===== src/rtl/display_pkg.sv =====
// Shared definitions for the HEX message display path: message IDs and arbiter states.
package display_pkg;

    localparam int MSG_W = 4;

    localparam logic [MSG_W-1:0] MSG_IDLE       = 4'd0;
    localparam logic [MSG_W-1:0] MSG_NEAREST    = 4'd1;
    localparam logic [MSG_W-1:0] MSG_PIXEL_REP  = 4'd2;
    localparam logic [MSG_W-1:0] MSG_DECIMATION = 4'd3;
    localparam logic [MSG_W-1:0] MSG_BLOCK_AVG  = 4'd4;
    localparam logic [MSG_W-1:0] MSG_ERR_NO_SEL = 4'd5;
    localparam logic [MSG_W-1:0] MSG_ERR_MULTI  = 4'd6;
    localparam logic [MSG_W-1:0] MSG_ERR_ZOOM   = 4'd7;

    typedef enum logic [1:0] {
        IDLE  = 2'd0,
        GRANT = 2'd1,
        SHOW  = 2'd2
    } arb_state_e;

endpackage


===== src/rtl/display_msg_arbiter_prio_pick.sv =====
// Fixed-priority encoder: the lowest set index of req_i wins.
module prio_pick #(
    parameter int N     = 4,
    parameter int IDX_W = (N > 1) ? $clog2(N) : 1
) (
    input  logic [N-1:0]     req_i,
    output logic [N-1:0]     onehot_o,
    output logic [IDX_W-1:0] idx_o,
    output logic             valid_o
);

    always_comb begin
        onehot_o = '0;
        idx_o    = '0;
        valid_o  = 1'b0;
        // Walk from the top so the lowest index is written last and wins.
        for (int i = N - 1; i >= 0; i--) begin
            if (req_i[i]) begin
                onehot_o    = '0;
                onehot_o[i] = 1'b1;
                idx_o       = IDX_W'(i);
                valid_o     = 1'b1;
            end
        end
    end

endmodule


===== src/rtl/display_msg_arbiter.sv =====
// Fixed-priority owner of the scrolling HEX display with minimum dwell, sticky
// one-shot notices and preemption by higher-priority sources.
module display_msg_arbiter #(
    parameter int NUM_REQ   = 4,
    parameter int MSG_W     = display_pkg::MSG_W,
    parameter int MIN_DWELL = 75_000_000,
    parameter int DWELL_W   = 27,
    parameter int IDLE_MSG  = 0
) (
    input  logic                     clk,
    input  logic                     reset,
    input  logic [NUM_REQ-1:0]       req,
    input  logic [NUM_REQ-1:0]       oneshot,
    input  logic [NUM_REQ*MSG_W-1:0] req_msg,
    input  logic                     scroll_done,
    output logic [MSG_W-1:0]         msg_id,
    output logic                     msg_valid,
    output logic                     restart,
    output logic [NUM_REQ-1:0]       grant,
    output logic                     busy
);
    import display_pkg::*;

    localparam int                 IDX_W     = (NUM_REQ > 1) ? $clog2(NUM_REQ) : 1;
    localparam logic [DWELL_W-1:0] DWELL_MAX = DWELL_W'(MIN_DWELL);
    localparam logic [MSG_W-1:0]   IDLE_ID   = MSG_W'(IDLE_MSG);

    arb_state_e         state_q;
    logic [IDX_W-1:0]   owner_q;
    logic [NUM_REQ-1:0] pend_q, pend_d;
    logic [DWELL_W-1:0] dwell_q;
    logic               pass_seen_q;
    logic [MSG_W-1:0]   msg_id_q;
    logic               msg_valid_q;
    logic               restart_q;
    logic [NUM_REQ-1:0] grant_q;
    logic               busy_q;

    logic [NUM_REQ-1:0] eff, hi_mask;
    logic [NUM_REQ-1:0] win_oh, pre_oh, sel_oh;
    logic [IDX_W-1:0]   win_idx, pre_idx, sel_idx;
    logic               win_vld, pre_vld;
    logic [MSG_W-1:0]   owner_msg, sel_msg;
    logic               owner_eff, dwell_met, pend_clr, collide;
    logic               release_ok, take_grant, release_idle, msg_chg;

    assign eff = req | pend_q;

    prio_pick #(.N(NUM_REQ), .IDX_W(IDX_W)) u_win (
        .req_i    (eff),
        .onehot_o (win_oh),
        .idx_o    (win_idx),
        .valid_o  (win_vld)
    );

    // Only requesters strictly above the owner in priority may preempt it.
    always_comb begin
        hi_mask = '0;
        for (int i = 0; i < NUM_REQ; i++) begin
            hi_mask[i] = (i < int'(owner_q));
        end
    end

    prio_pick #(.N(NUM_REQ), .IDX_W(IDX_W)) u_pre (
        .req_i    (eff & hi_mask),
        .onehot_o (pre_oh),
        .idx_o    (pre_idx),
        .valid_o  (pre_vld)
    );

    always_comb begin
        owner_msg    = req_msg[int'(owner_q)*MSG_W +: MSG_W];
        owner_eff    = eff[owner_q];
        dwell_met    = (dwell_q == DWELL_MAX);
        pend_clr     = (state_q == SHOW) && pend_q[owner_q] && pass_seen_q && dwell_met;
        collide      = pend_clr && oneshot[owner_q];
        release_ok   = (state_q == SHOW) && !owner_eff && dwell_met;
        take_grant   = ((state_q == IDLE) && win_vld)
                    || ((state_q != IDLE) && pre_vld)
                    || (release_ok && win_vld);
        release_idle = release_ok && !win_vld;
        msg_chg      = (owner_msg != msg_id_q);

        if ((state_q != IDLE) && pre_vld) begin
            sel_oh  = pre_oh;
            sel_idx = pre_idx;
        end else begin
            sel_oh  = win_oh;
            sel_idx = win_idx;
        end
        sel_msg = req_msg[int'(sel_idx)*MSG_W +: MSG_W];

        // A oneshot on the same cycle as the clear re-arms the pending bit.
        pend_d = pend_q;
        if (pend_clr) begin
            pend_d[owner_q] = 1'b0;
        end
        pend_d = pend_d | oneshot;
    end

    always_ff @(posedge clk) begin
        if (reset) begin
            state_q     <= IDLE;
            owner_q     <= '0;
            pend_q      <= '0;
            dwell_q     <= '0;
            pass_seen_q <= 1'b0;
            msg_id_q    <= IDLE_ID;
            msg_valid_q <= 1'b0;
            restart_q   <= 1'b0;
            grant_q     <= '0;
            busy_q      <= 1'b0;
        end else begin
            pend_q    <= pend_d;
            busy_q    <= |(req | pend_d);
            restart_q <= 1'b0;
            if (take_grant) begin
                state_q     <= GRANT;
                owner_q     <= sel_idx;
                grant_q     <= sel_oh;
                msg_id_q    <= sel_msg;
                msg_valid_q <= 1'b1;
                restart_q   <= 1'b1;
                dwell_q     <= '0;
                pass_seen_q <= 1'b0;
            end else begin
                case (state_q)
                    IDLE:  state_q <= IDLE;
                    GRANT: state_q <= SHOW;
                    SHOW: begin
                        if (release_idle) begin
                            state_q     <= IDLE;
                            grant_q     <= '0;
                            msg_id_q    <= IDLE_ID;
                            msg_valid_q <= 1'b0;
                            restart_q   <= 1'b1;
                        end else if (msg_chg) begin
                            msg_id_q    <= owner_msg;
                            restart_q   <= 1'b1;
                            dwell_q     <= '0;
                            pass_seen_q <= 1'b0;
                        end else begin
                            if (!dwell_met) begin
                                dwell_q <= dwell_q + 1'b1;
                            end
                            if (collide) begin
                                pass_seen_q <= 1'b0;
                            end else if (scroll_done) begin
                                pass_seen_q <= 1'b1;
                            end
                        end
                    end
                    default: state_q <= IDLE;
                endcase
            end
        end
    end

    assign msg_id    = msg_id_q;
    assign msg_valid = msg_valid_q;
    assign restart   = restart_q;
    assign grant     = grant_q;
    assign busy      = busy_q;

endmodule


===== config.mk =====
export PLATFORM = sky130hd
export DESIGN_NAME = display_msg_arbiter
export DESIGN_NICKNAME = d
export VERILOG_FILES = /design/src/rtl/display_pkg.sv /design/src/rtl/display_msg_arbiter_prio_pick.sv /design/src/rtl/display_msg_arbiter.sv
export SDC_FILE = /design/constraint.sdc
export NUM_CORES = 1
export LEC_CHECK = 0
export BUFFER_PORTS_ARGS = -buffer_cell sky130_fd_sc_hd__buf_2
export CAP_MARGIN = 30
export CORE_MARGIN = 5
export CORE_UTILIZATION = 50
export DETAILED_ROUTE_END_ITERATION = 7
export GPL_ROUTABILITY_DRIVEN = 0
export MAX_ROUTING_LAYER = met4
export PLACE_DENSITY_LB_ADDON = 0.15
export SYNTH_ARGS = -nofsm -noshare
export SYNTH_HDL_FRONTEND = slang
export SYNTH_SLANG_ARGS = --single-unit

===== constraint.sdc =====
create_clock -name clk -period 2.7 [get_ports clk]
set_input_delay 0.27 -clock clk [delete_from_list [all_inputs] [get_ports clk]]
set_output_delay 0.27 -clock clk [all_outputs]
set_load 0.02 [all_outputs]

==> results of run 1 <==
## report_power, final
| part | leakage, nW | internal, mW | switching [mW] |
|---|---|---|---|
| registers | 0.383 | 0.720 | 0.0272 |
| logic | 0.690 | 0.132 | 0.177 |
| clock network | 0.0422 | 0.182 | 0.224 |
## stage by stage
step | area [um^2] | hold slack, ns | power (mW) | util (%)
6_report | 3178 | 0.2063 | 1.463 | 58.07
5_1_grt | 3178 | 0.2107 | 1.547 | 58.07
4_1_cts | 3158 | 0.2000 | 1.484 | 57.70
3_5_place_dp | 3077 | 0.4746 | 1.073 | 56.22
3_3_place_gp | 3077 | 0.4694 | 1.072 | 56.22
2_1_floorplan | 2808 | 0.3907 | 0.9856 | -
## kinds of logic after synthesis
kind of cell | after synthesis | share of synthesized area [%]
xor+xnor | 25 | 7.799
mux | 13 | 9.537
simple gates | 136 | 31.73
buf+inv | 26 | 5.125
fa+ha+maj | 2 | 0.8911
compound gates | 44 | 11.41
flops | 47 | 33.51
## tightest hold or removal path, cell delays in order
cell    delay, ns
buf_2        0.10
nor2_1       0.04
nor2_1       0.06
## how the worst max path moves through the flow
| stage | startpoint | endpoint | slack (ns) | cells past startpoint |
|---|---|---|---|---|
| finish | dwell_q[1] | msg_id[3] | 0.23 | 9 |
| detailed placement | dwell_q[1] | dwell_q[3] | 0.17 | 9 |
| global placement | dwell_q[1] | dwell_q[23] | 0.22 | 9 |
| floorplan | dwell_q[8] | dwell_q[25] | 0.45 | 8 |
| global route | dwell_q[1] | msg_id[2] | 0.02 | 9 |
| CTS | dwell_q[1] | msg_id[2] | 0.15 | 9 |
## final cells by class
| type | instances | share of cell area [%] |
|---|---|---|
| repair buffers | 49 | 9.055 |
| flip-flops and latches | 47 | 29.61 |
| inverters | 13 | 1.535 |
| multi-input cells | 220 | 54.41 |
| clock buffers | 7 | 2.402 |
| well taps | 72 | 2.835 |
| clock inverters | 1 | 0.1575 |
## cell usage after synthesis (all sizes together), types with 5 or more instances
cell / count / area, um^2
xor2: 17 / 148.9
a221oi: 5 / 43.79
a21oi: 12 / 60.06
nor2: 45 / 319.1
or4: 6 / 48.80
clkbuf: 7 / 26.28
xnor2: 8 / 70.07
nand3: 18 / 90.09
mux4: 11 / 247.7
dfxtp: 47 / 940.9
nand2: 12 / 45.04
inv: 13 / 48.80
nor3: 7 / 35.03
and3: 8 / 51.30
o21ai: 8 / 40.04
nand4: 16 / 100.1
buf: 6 / 68.82
## sequential cells by signal, summed over array words and instances, names as in the netlist
register / count
busy: 1
dwell_q: 27
grant: 4
msg_id: 4
msg_valid: 1
owner_q: 2
pass_seen_q: 1
pend_q: 4
restart: 1
state_q: 2
## layer usage
layer | vias up | wire length [um] | global-route usage (%) | part of all wire, %
met5 | - | 0 | - | 0
met4 | 0 | 97 | 5.468 | 1.6
met3 | 9 | 226 | 3.495 | 3.7
met2 | 47 | 2784 | 27.54 | 45
met1 | 1122 | 3082 | 26.11 | 50
li1 | 1172 | - | - | -
## what timing repair did
item / in CTS / in global routing
setup buffers: 0 / 2
endpoints found under the hold margin: 0 / 0
setup endpoints to repair: 0 / 31
resized for setup: 0 / 1
==> qor.yml, run 1 <==
via_per_inst: 5.746
worstPathCellList: "inv_1 -> ha_1 -> or4b_1 -> nor3_2 -> nand4b_1 -> a31oi_2 -> buf_4 -> nand2_1 -> a221oi_1"
hp-start: "oneshot[2]"
worstHoldPathType: "in -> reg"
synthesis.area_um2: 2808
drt_iter0_drc: 127
synth_seq_cells: 47
worst-path-max-fanout: 12
maxSlewHeadroom_pct: 50.37
critical_path_arrival_ns: 2.67
grt_usage_pct: 18.69
yosys_warnings: 0
tns_ns: 0
leakagePower_nw: 1.115
rsz0062_at_grt: "false"
h-tree-depth: 2
worstPathRequired_ns: 2.90
cts_root_buffer: "clkbuf_8"
setup_viol: 0
finClkSkew_ns: 0.008090
critical_path_class: "reg -> reg"
antenna_left: 0
cts_buffers: 5
critPathMaxStageDelay_ns: 0.48
drcViolationCount: 0
n_fill_cell: 523
postSynthCellCount: 293
grt.overflow.total: 0
fin_ws_ns: 0.2326
dp.cells: 399
clock.fmax_mhz: 405.3
drive_gt1_share_pct: 30.27
critPathLaunchType: "flip-flop"
timing.final.crit_share_pct: 91.38
reg2reg_to: "msg_id[3]"
final_cell_mix: "dfxtp_1, buf_2, nor2_1"
layout_commonest_cell: "dfxtp_1"
ioPinCount: 38
clk_pin_slew_ns: 0.08
holdPathStages: 3
grt_pass1_wl_mm: 10.75
clk_path_buf_depth: 2
nets: 365
synth_nets: 322
row_count: 27
path_delay_family: "simple AND/OR/NAND/NOR gates"
syn_avg_cell_area_um2: 9.583
start_util_pct: 51.30
stdcell_count: 409
area_growth_syn_to_layout_pct: 13.19
p_per_area_nw_per_um2: 460.3
yosysSeqAreaShare_pct: 33.51
reg2reg_slack_ns: 0.23
synth_edf_count: 0
netlist-cell-type-count: 55
status: "complete, no violations"
worstMarginPinSlew_ns: 0.7416
multiInputGateArea_um2: 1729
antenna_found_initial: 0
clk_latency_ns: 0.30
pre_cts_slack_ns: 0.1737
dpl.hpwl_mm: 4.724
end_kind: "flip-flop"
cts_tree: "built"
r2r_start: "dwell_q[1]"
num_vias: 2350
slew_violations: 0
worstRegToRegCells: 9
core-area_um2: 5473
wl_per_cell_um: 15.13
synth_flop_cell: "dfxtp_1"
drt-total-wl_mm: 6.190
portBuffers: 37
die_y_um: 84.94
min_to: "pend_q[2]"
die_w_um: 84.94
dieArea_um2: 7214
ir_drop_uv: 250.9
cp.buffers_inverters: 2
postCtsHoldBufs: 0
ff_latch_area_um2: 940.9
cts_sinks: 47
period_needed_ns: 2.467
grt_pass1_vias: 2288
drt_first_pass_iters: 4
async_reset_ff_share_pct: 0
drv_cap: 0
crit_slowest_cell: "or4b_1"
antennaDiodeCount: 0
grt_max_degree: 22
hold_violations: 0
No activity file was read; power rests on OpenSTA's default activity.
==> run 2, diff against run 1 <==
--- a/config.mk
+++ b/config.mk
@@ -13,6 +13,7 @@
 export GPL_ROUTABILITY_DRIVEN = 0
 export MAX_ROUTING_LAYER = met4
 export PLACE_DENSITY_LB_ADDON = 0.15
+export REMOVE_ABC_BUFFERS = 1
 export SYNTH_ARGS = -nofsm -noshare
 export SYNTH_HDL_FRONTEND = slang
 export SYNTH_SLANG_ARGS = --single-unit
==> run 2 against run 1 <==
Compared with the run above:
- cell area rose by 1.2%
- combinational power is essentially flat
- wire length barely moved
- sequential cell count unchanged
- maximum frequency down 3.2%
- clock-buffer cell count down 1
- total power is 9.4% higher
- global-route usage up 0.12 points
- die area stayed put
- sequential power barely moved
- via count decreased by 0.72%
- clock skew is 0.0048 ns higher
- largest cell class unchanged
- largest power group unchanged
==> qor.yml, run 2 (synthesis results as in run 1) <==
worstRegToRegCells: 9  # unchanged
drv_cap: 0  # unchanged
grt_usage_pct: 18.81  # +0.12 points
largest_reg_flops: 27  # unchanged
ioPinCount: 38  # unchanged
cts_sinks: 47  # unchanged
critPathMaxStageDelay_ns: 0.46  # -0.02 ns
utilization_pct: 58.78  # +0.71 points
final_cell_mix: "dfxtp_1, buf_2, nor2_1"
ir_drop_uv: 249.7  # -0.45%
reg2reg_slack_ns: 0.15  # -0.08 ns
h-tree-depth: 2  # unchanged
post_cts_resize_count: 0  # unchanged
slew_violations: 0  # unchanged
postCtsHoldBufs: 0  # unchanged
top_register: "dwell_q"
p_comb_share_pct: 19.5  # -1.7 points
antenna_found_initial: 0  # unchanged
leakagePower_nw: 1.137  # +2.0%
maxSlewHeadroom_pct: 54.58  # +4.2 points
cp.buffers_inverters: 2  # unchanged
dpl.hpwl_mm: 4.778  # +1.2%
row_count: 27  # unchanged
p_per_area_nw_per_um2: 497.4  # +8.1%
finClkSkew_ns: 0.01285  # +0.004761 ns
clk_pin_slew_ns: 0.09  # about the same
pwr-share-clk_pct: 33.8  # +6.1 points
drive_gt1_share_pct: 30.77  # +0.50 points
worstHoldPathType: "in -> reg"
end_kind: "flip-flop"
grt_pass1_vias: 2236  # -2.3%
area_growth_syn_to_layout_pct: 14.57
postCtsSetupBuffers: 0  # unchanged
clk_latency_ns: 0.30  # about the same
r2r_start: "dwell_q[1]"
reg2reg_to: "pass_seen_q"
whs_ns: 0.2051  # -0.001234 ns
layout_commonest_cell: "dfxtp_1"
holdPathStages: 3  # unchanged
grt.overflow.total: 0  # unchanged
antenna_left: 0  # unchanged
antennaDiodeCount: 0  # unchanged
core-area_um2: 5473  # unchanged
worstMarginPinSlew_ns: 0.6751  # -0.06654 ns
hp-start: "oneshot[2]"
critPathLaunchType: "flip-flop"
critical_path_arrival_ns: 2.78  # +0.11 ns
p_sw_uw: 443.8  # +3.5%
path_delay_family: "simple AND/OR/NAND/NOR gates"
cts_root_buffer: "clkbuf_8"
drt_iter0_drc: 84  # -34%
via_per_inst: 5.690  # -0.97%
drt-total-wl_mm: 6.184  # about the same
intPower_mw: 1.156  # +12%
setup_viol: 0  # unchanged
rsz0062_at_grt: "false"
dieArea_um2: 7214  # unchanged
swShare_pct: 27.73  # -1.6 points
status: "complete, no violations"
hold_violations: 0  # unchanged
portBuffers: 37  # unchanged
worstPathRequired_ns: 2.93  # +0.03 ns
cts_tree: "built"
grt_max_degree: 22  # unchanged
die_y_um: 84.94  # unchanged
crit_slowest_cell: "or4b_1"
critical_path_class: "reg -> reg"
num_vias: 2333  # -0.72%
start_util_pct: 51.30  # unchanged
nets: 366  # +0.27%
worst-path-max-fanout: 7  # -5
die_w_um: 84.94  # unchanged
min_to: "pend_q[2]"
wl_per_cell_um: 15.08  # -0.34%
clock.fmax_mhz: 392.4  # -3.2%
p_seq_share_pct: 46.7  # -4.4 points
drcViolationCount: 0  # unchanged
cts_buffers: 5  # unchanged
timing.final.crit_share_pct: 94.39  # +3.0 points
drt_first_pass_iters: 4  # unchanged
grt_pass1_wl_mm: 10.78  # +0.25%
worstPathCellList: "inv_1 -> ha_1 -> or4b_1 -> nor3_1 -> and3_1 -> nor2_1 -> a211o_2 -> buf_4 -> a211oi_2"
clk_path_buf_depth: 2  # unchanged
period_needed_ns: 2.549  # +0.08118 ns
run 2: changes by cell type in the layout (fill, tap and decap cells not counted), sizes merged:
cell    before  now
buf         49   50
clkbuf       7    6
bufinv       0    1
run 2: power by group through the flow:
stage | Combinational, mW | Sequential [mW] | Clock [mW]
6_report | 0.311 | 0.748 | 0.541
5_1_grt | 0.345 | 0.754 | 0.585
4_1_cts | 0.314 | 0.748 | 0.555
3_5_place_dp | 0.313 | 0.764 | 0
3_3_place_gp | 0.310 | 0.764 | 0
2_1_floorplan | 0.173 | 0.783 | 0
run 2: cell type report:
class	count	area (um^2)
Fill cell	517	2256
Clock inverter	2	35.03
Tap cell	72	90.09
Clock buffer	6	82.58
Timing Repair Buffer	50	295.3
Inverter	13	48.80
Sequential cell	47	940.9
Multi-Input combinational cell	220	1724
run 2: routing by layer:
| layer | wire, um | up-vias | GRT usage (%) |
|---|---|---|---|
| met2 | 3075 | 51 | 30.32 |
| met1 | 2800 | 1098 | 24.24 |
| met5 | 0 | - | - |
| met3 | 232 | 9 | 3.398 |
| li1 | - | 1175 | - |
| met4 | 77 | 0 | 5.324 |
run 2: how the worst max path moves through the flow:
stage | startpoint | endpoint | slack [ns] | depth (start not counted)
after global routing | dwell_q[1] | msg_id[2] | 0.01 | 9
final | dwell_q[1] | pass_seen_q | 0.15 | 9
after detailed placement | dwell_q[1] | pass_seen_q | 0.16 | 9
after CTS | dwell_q[1] | pass_seen_q | 0.14 | 9
after global placement | dwell_q[1] | pass_seen_q | 0.22 | 9
after floorplan | dwell_q[8] | dwell_q[0] | -0.81 | 6
run 2: metrics by stage:
stage | worst slack, ns | power, mW | TNS (ns) | area [um^2] | std cells
global placement | 0.2195 | 1.074 | 0 | 3099 | 402
CTS | 0.1404 | 1.617 | 0 | 3217 | 410
finish | 0.1515 | 1.600 | 0 | 3217 | 410
global route | 0.01210 | 1.684 | 0 | 3217 | 410
detailed placement | 0.1648 | 1.077 | 0 | 3099 | 402
floorplan | -0.8077 | 0.9561 | -20.28 | 2713 | 280
run 2: worst reg2reg max path: cells and delay by family (launching register included):
kind / cells / cell delay, ns
buffers and inverters: 2 / 0.31
AOI/OAI and AO/OA: 2 / 0.56
DFF: 1 / 0.34
and+or+nand+nor: 4 / 1.13
adders and majority gates: 1 / 0.13
==> run 3, diff against run 2 <==
--- a/config.mk
+++ b/config.mk
@@ -5,6 +5,7 @@
 export SDC_FILE = /design/constraint.sdc
 export NUM_CORES = 1
 export LEC_CHECK = 0
+export ABC_AREA = 1
 export BUFFER_PORTS_ARGS = -buffer_cell sky130_fd_sc_hd__buf_2
 export CAP_MARGIN = 30
 export CORE_MARGIN = 5
==> run 3 against run 2 <==
Compared with the run above:
- combinational power increased by 28%
- synthesized area increased by 33%
- sequential share of layout area decreased by 5.8 points
- cell count increased by 79%
- worst hold slack got worse by 0.011 ns
- core utilization decreased by 3.6 points
==> qor.yml, run 3 <==
top_register: "dwell_q"
stdcell_count: 733  # +79%
ioPinCount: 38  # unchanged
largest_reg_flops: 27  # unchanged
synth_top_cell_by_area: "dfxtp_1"
netlist-cell-type-count: 36  # -35%
ir_drop_uv: 294.5  # +18%
postCtsSetupBuffers: 0  # unchanged
cts_tree: "built"
critical_path_arrival_ns: 2.57  # -0.21 ns
n_fill_cell: 763  # +48%
die_w_um: 96.28  # +13%
cts_root_buffer: "clkbuf_8"
slew_violations: 0  # unchanged
yosys-top-cells-area: "dfxtp_1, nand2_1, nor2_1"
drt-total-wl_mm: 9.392  # +52%
met2_usage_pct: 31.91  # +1.6 points
syn_avg_cell_area_um2: 6.163  # -36%
clk_path_buf_depth: 2  # unchanged
cp.buffers_inverters: 2  # unchanged
dp.cells: 725  # +80%
cts_buffers: 5  # unchanged
critical_path_class: "reg -> reg"
path_delay_family: "simple AND/OR/NAND/NOR gates"
worstPathCellList: "inv_1 -> nor2_1 -> nand2_1 -> nand3_1 -> nor2_2 -> nand3_2 -> nand2_4 -> nor2_4 -> inv_2 -> o22ai_1"
timing.final.crit_share_pct: 89.19  # -5.2 points
clk_latency_ns: 0.32  # +0.02 ns
worstHoldPathType: "in -> reg"
drv_cap: 0  # unchanged
grt_pass1_vias: 3482  # +56%
final_cell_mix: "nand2_1, nor2_1, nand3_1"
drt_iter0_drc: 236  # +180%
yosysTopAreaCellShare_pct: 25.28  # -8.2 points
whs_ns: 0.1942  # -0.01094 ns
dpl-instance-area_um2: 3906  # +26%
via_per_inst: 5.080  # -11%
pre_cts_slack_ns: 0.3254  # +0.1606 ns
power_mw: 1.627  # +1.7%
start_util_pct: 51.32  # about the same
layout_commonest_cell: "nand2_1"
drcViolationCount: 0  # unchanged
dpl.hpwl_mm: 7.162  # +50%
tns_ns: 0  # unchanged
leakagePower_nw: 1.492  # +31%
busiest_layer: "met1"
antenna_found_initial: 0  # unchanged
grtUsageMet1_pct: 31.93  # +7.7 points
finClkSkew_ns: 0.01535  # +0.002499 ns
rsz0062_at_grt: "false"
synth_flop_cell: "dfxtp_1"
grt_usage_pct: 21.83  # +3.0 points
wl_per_cell_um: 12.81  # -15%
row_count: 31  # +15%
period_needed_ns: 2.408  # -0.1405 ns
dieArea_um2: 9270  # +28%
antennaDiodeCount: 0  # unchanged
antenna_left: 0  # unchanged
fin_ws_ns: 0.2919  # +0.1405 ns
nets: 662  # +81%
hold_violations: 0  # unchanged
status: "complete, no violations"
async_reset_ff_share_pct: 0  # unchanged
crit_slowest_cell: "inv_2"
end_kind: "flip-flop"
yosys_warnings: 0  # unchanged
maxSlewHeadroom_pct: 52.85  # -1.7 points
clock.fmax_mhz: 415.3  # +5.8%
die_y_um: 96.28  # +13%
post_cts_resize_count: 0  # unchanged
synthesis.area_um2: 3722  # +33%
critPathMaxStageDelay_ns: 0.52  # +0.06 ns
postSynthCellCount: 604  # +110%
synth_edf_count: 0  # unchanged
worst-path-max-fanout: 28  # +21
synth_seq_cells: 47  # unchanged
yosysSeqAreaShare_pct: 25.28  # -8.2 points
drive_gt1_share_pct: 18.77  # -12 points
worstMarginPinSlew_ns: 0.7062  # +0.03108 ns
synth.most_common_cell: "nand2_1"
grtUsageMet3_pct: 2.815  # -0.58 points
grt_max_degree: 29  # +32%
core-area_um2: 7253  # +33%
synthTopCellsByCount: "nand2_1, nor2_1, nand3_1"
area_growth_syn_to_layout_pct: 7.597
utilization_pct: 55.22  # -3.6 points
grt_pass1_wl_mm: 15.77  # +46%
drt_first_pass_iters: 4  # unchanged
fin_area_um2: 4005  # +25%
grt.overflow.total: 0  # unchanged
postCtsHoldBufs: 0  # unchanged
cts_sinks: 47  # unchanged
num_vias: 3724  # +60%
portBuffers: 37  # unchanged
critPathLaunchType: "flip-flop"
setup_viol: 0  # unchanged
p_per_area_nw_per_um2: 406.3  # -18%
clk_pin_slew_ns: 0.11  # +0.02 ns
worstPathRequired_ns: 2.86  # -0.07 ns
h-tree-depth: 2  # unchanged
[run 3: cell types whose count changed in the layout (fill, tap and decap cells not counted), sizes merged, moves of 11 or more]
| cell | before | now |
|---|---|---|
| inv | 13 | 62 |
| nand2 | 12 | 198 |
| a21oi | 12 | 34 |
| nand3 | 18 | 62 |
| nor2 | 45 | 124 |
| mux4 | 11 | 0 |
| buf | 50 | 39 |
[run 3: cells by family (layout without fill, tap and decap cells)]
group / count (synthesis) / in the layout / synth area share, %
buf+inv: 80 / 110 / 10.19
fa+ha+maj: 2 / 2 / 0.6722
compound gates: 60 / 60 / 10.99
flops: 47 / 47 / 25.28
xor+xnor: 21 / 21 / 4.941
simple gates: 394 / 394 / 47.93
[run 3: path summary, 6_finish.rpt]
kind / slack, ns / to / cells past startpoint / from
worst max-delay path: 0.29 / owner_q[1] / 10 / owner_q[1]
worst min-delay path: 0.19 / pend_q[0] / 3 / oneshot[0]
worst max register to register: 0.29 / owner_q[1] / 10 / owner_q[1]
worst min register to register: 0.47 / grant[0] / 2 / grant[0]
[run 3: cell type report]
cell class,instances,area [um^2],area share [%]
inverter,63,239.0,5.967
tap,99,123.9,3.093
timing repair buffer,39,200.2,4.998
sequential,47,940.9,23.49
multi-input combinational,477,2402,59.98
clock buffer,6,82.58,2.062
clock inverter,2,16.27,0.4061
[run 3: worst register-to-register path, delay by kind of cell, from the launching register on]
kind / cells / cell delay, ns
AOI/OAI and AO/OA: 1 / 0.14
and+or+nand+nor: 7 / 0.89
buffers and inverters: 2 / 0.79
DFF: 1 / 0.44
[run 3: routing by layer]
metal,share of wire (%),routed length (um),up-vias
met1,50,4740,1678
met3,5.0,470,5
met2,44,4113,84
met4,0.71,67,0
met5,0,0,-
li1,-,-,1957
[run 3: power by group]
group / internal (mW) / switching [mW]
Clock: 0.210 / 0.270
Sequential: 0.724 / 0.0244
Combinational: 0.120 / 0.279
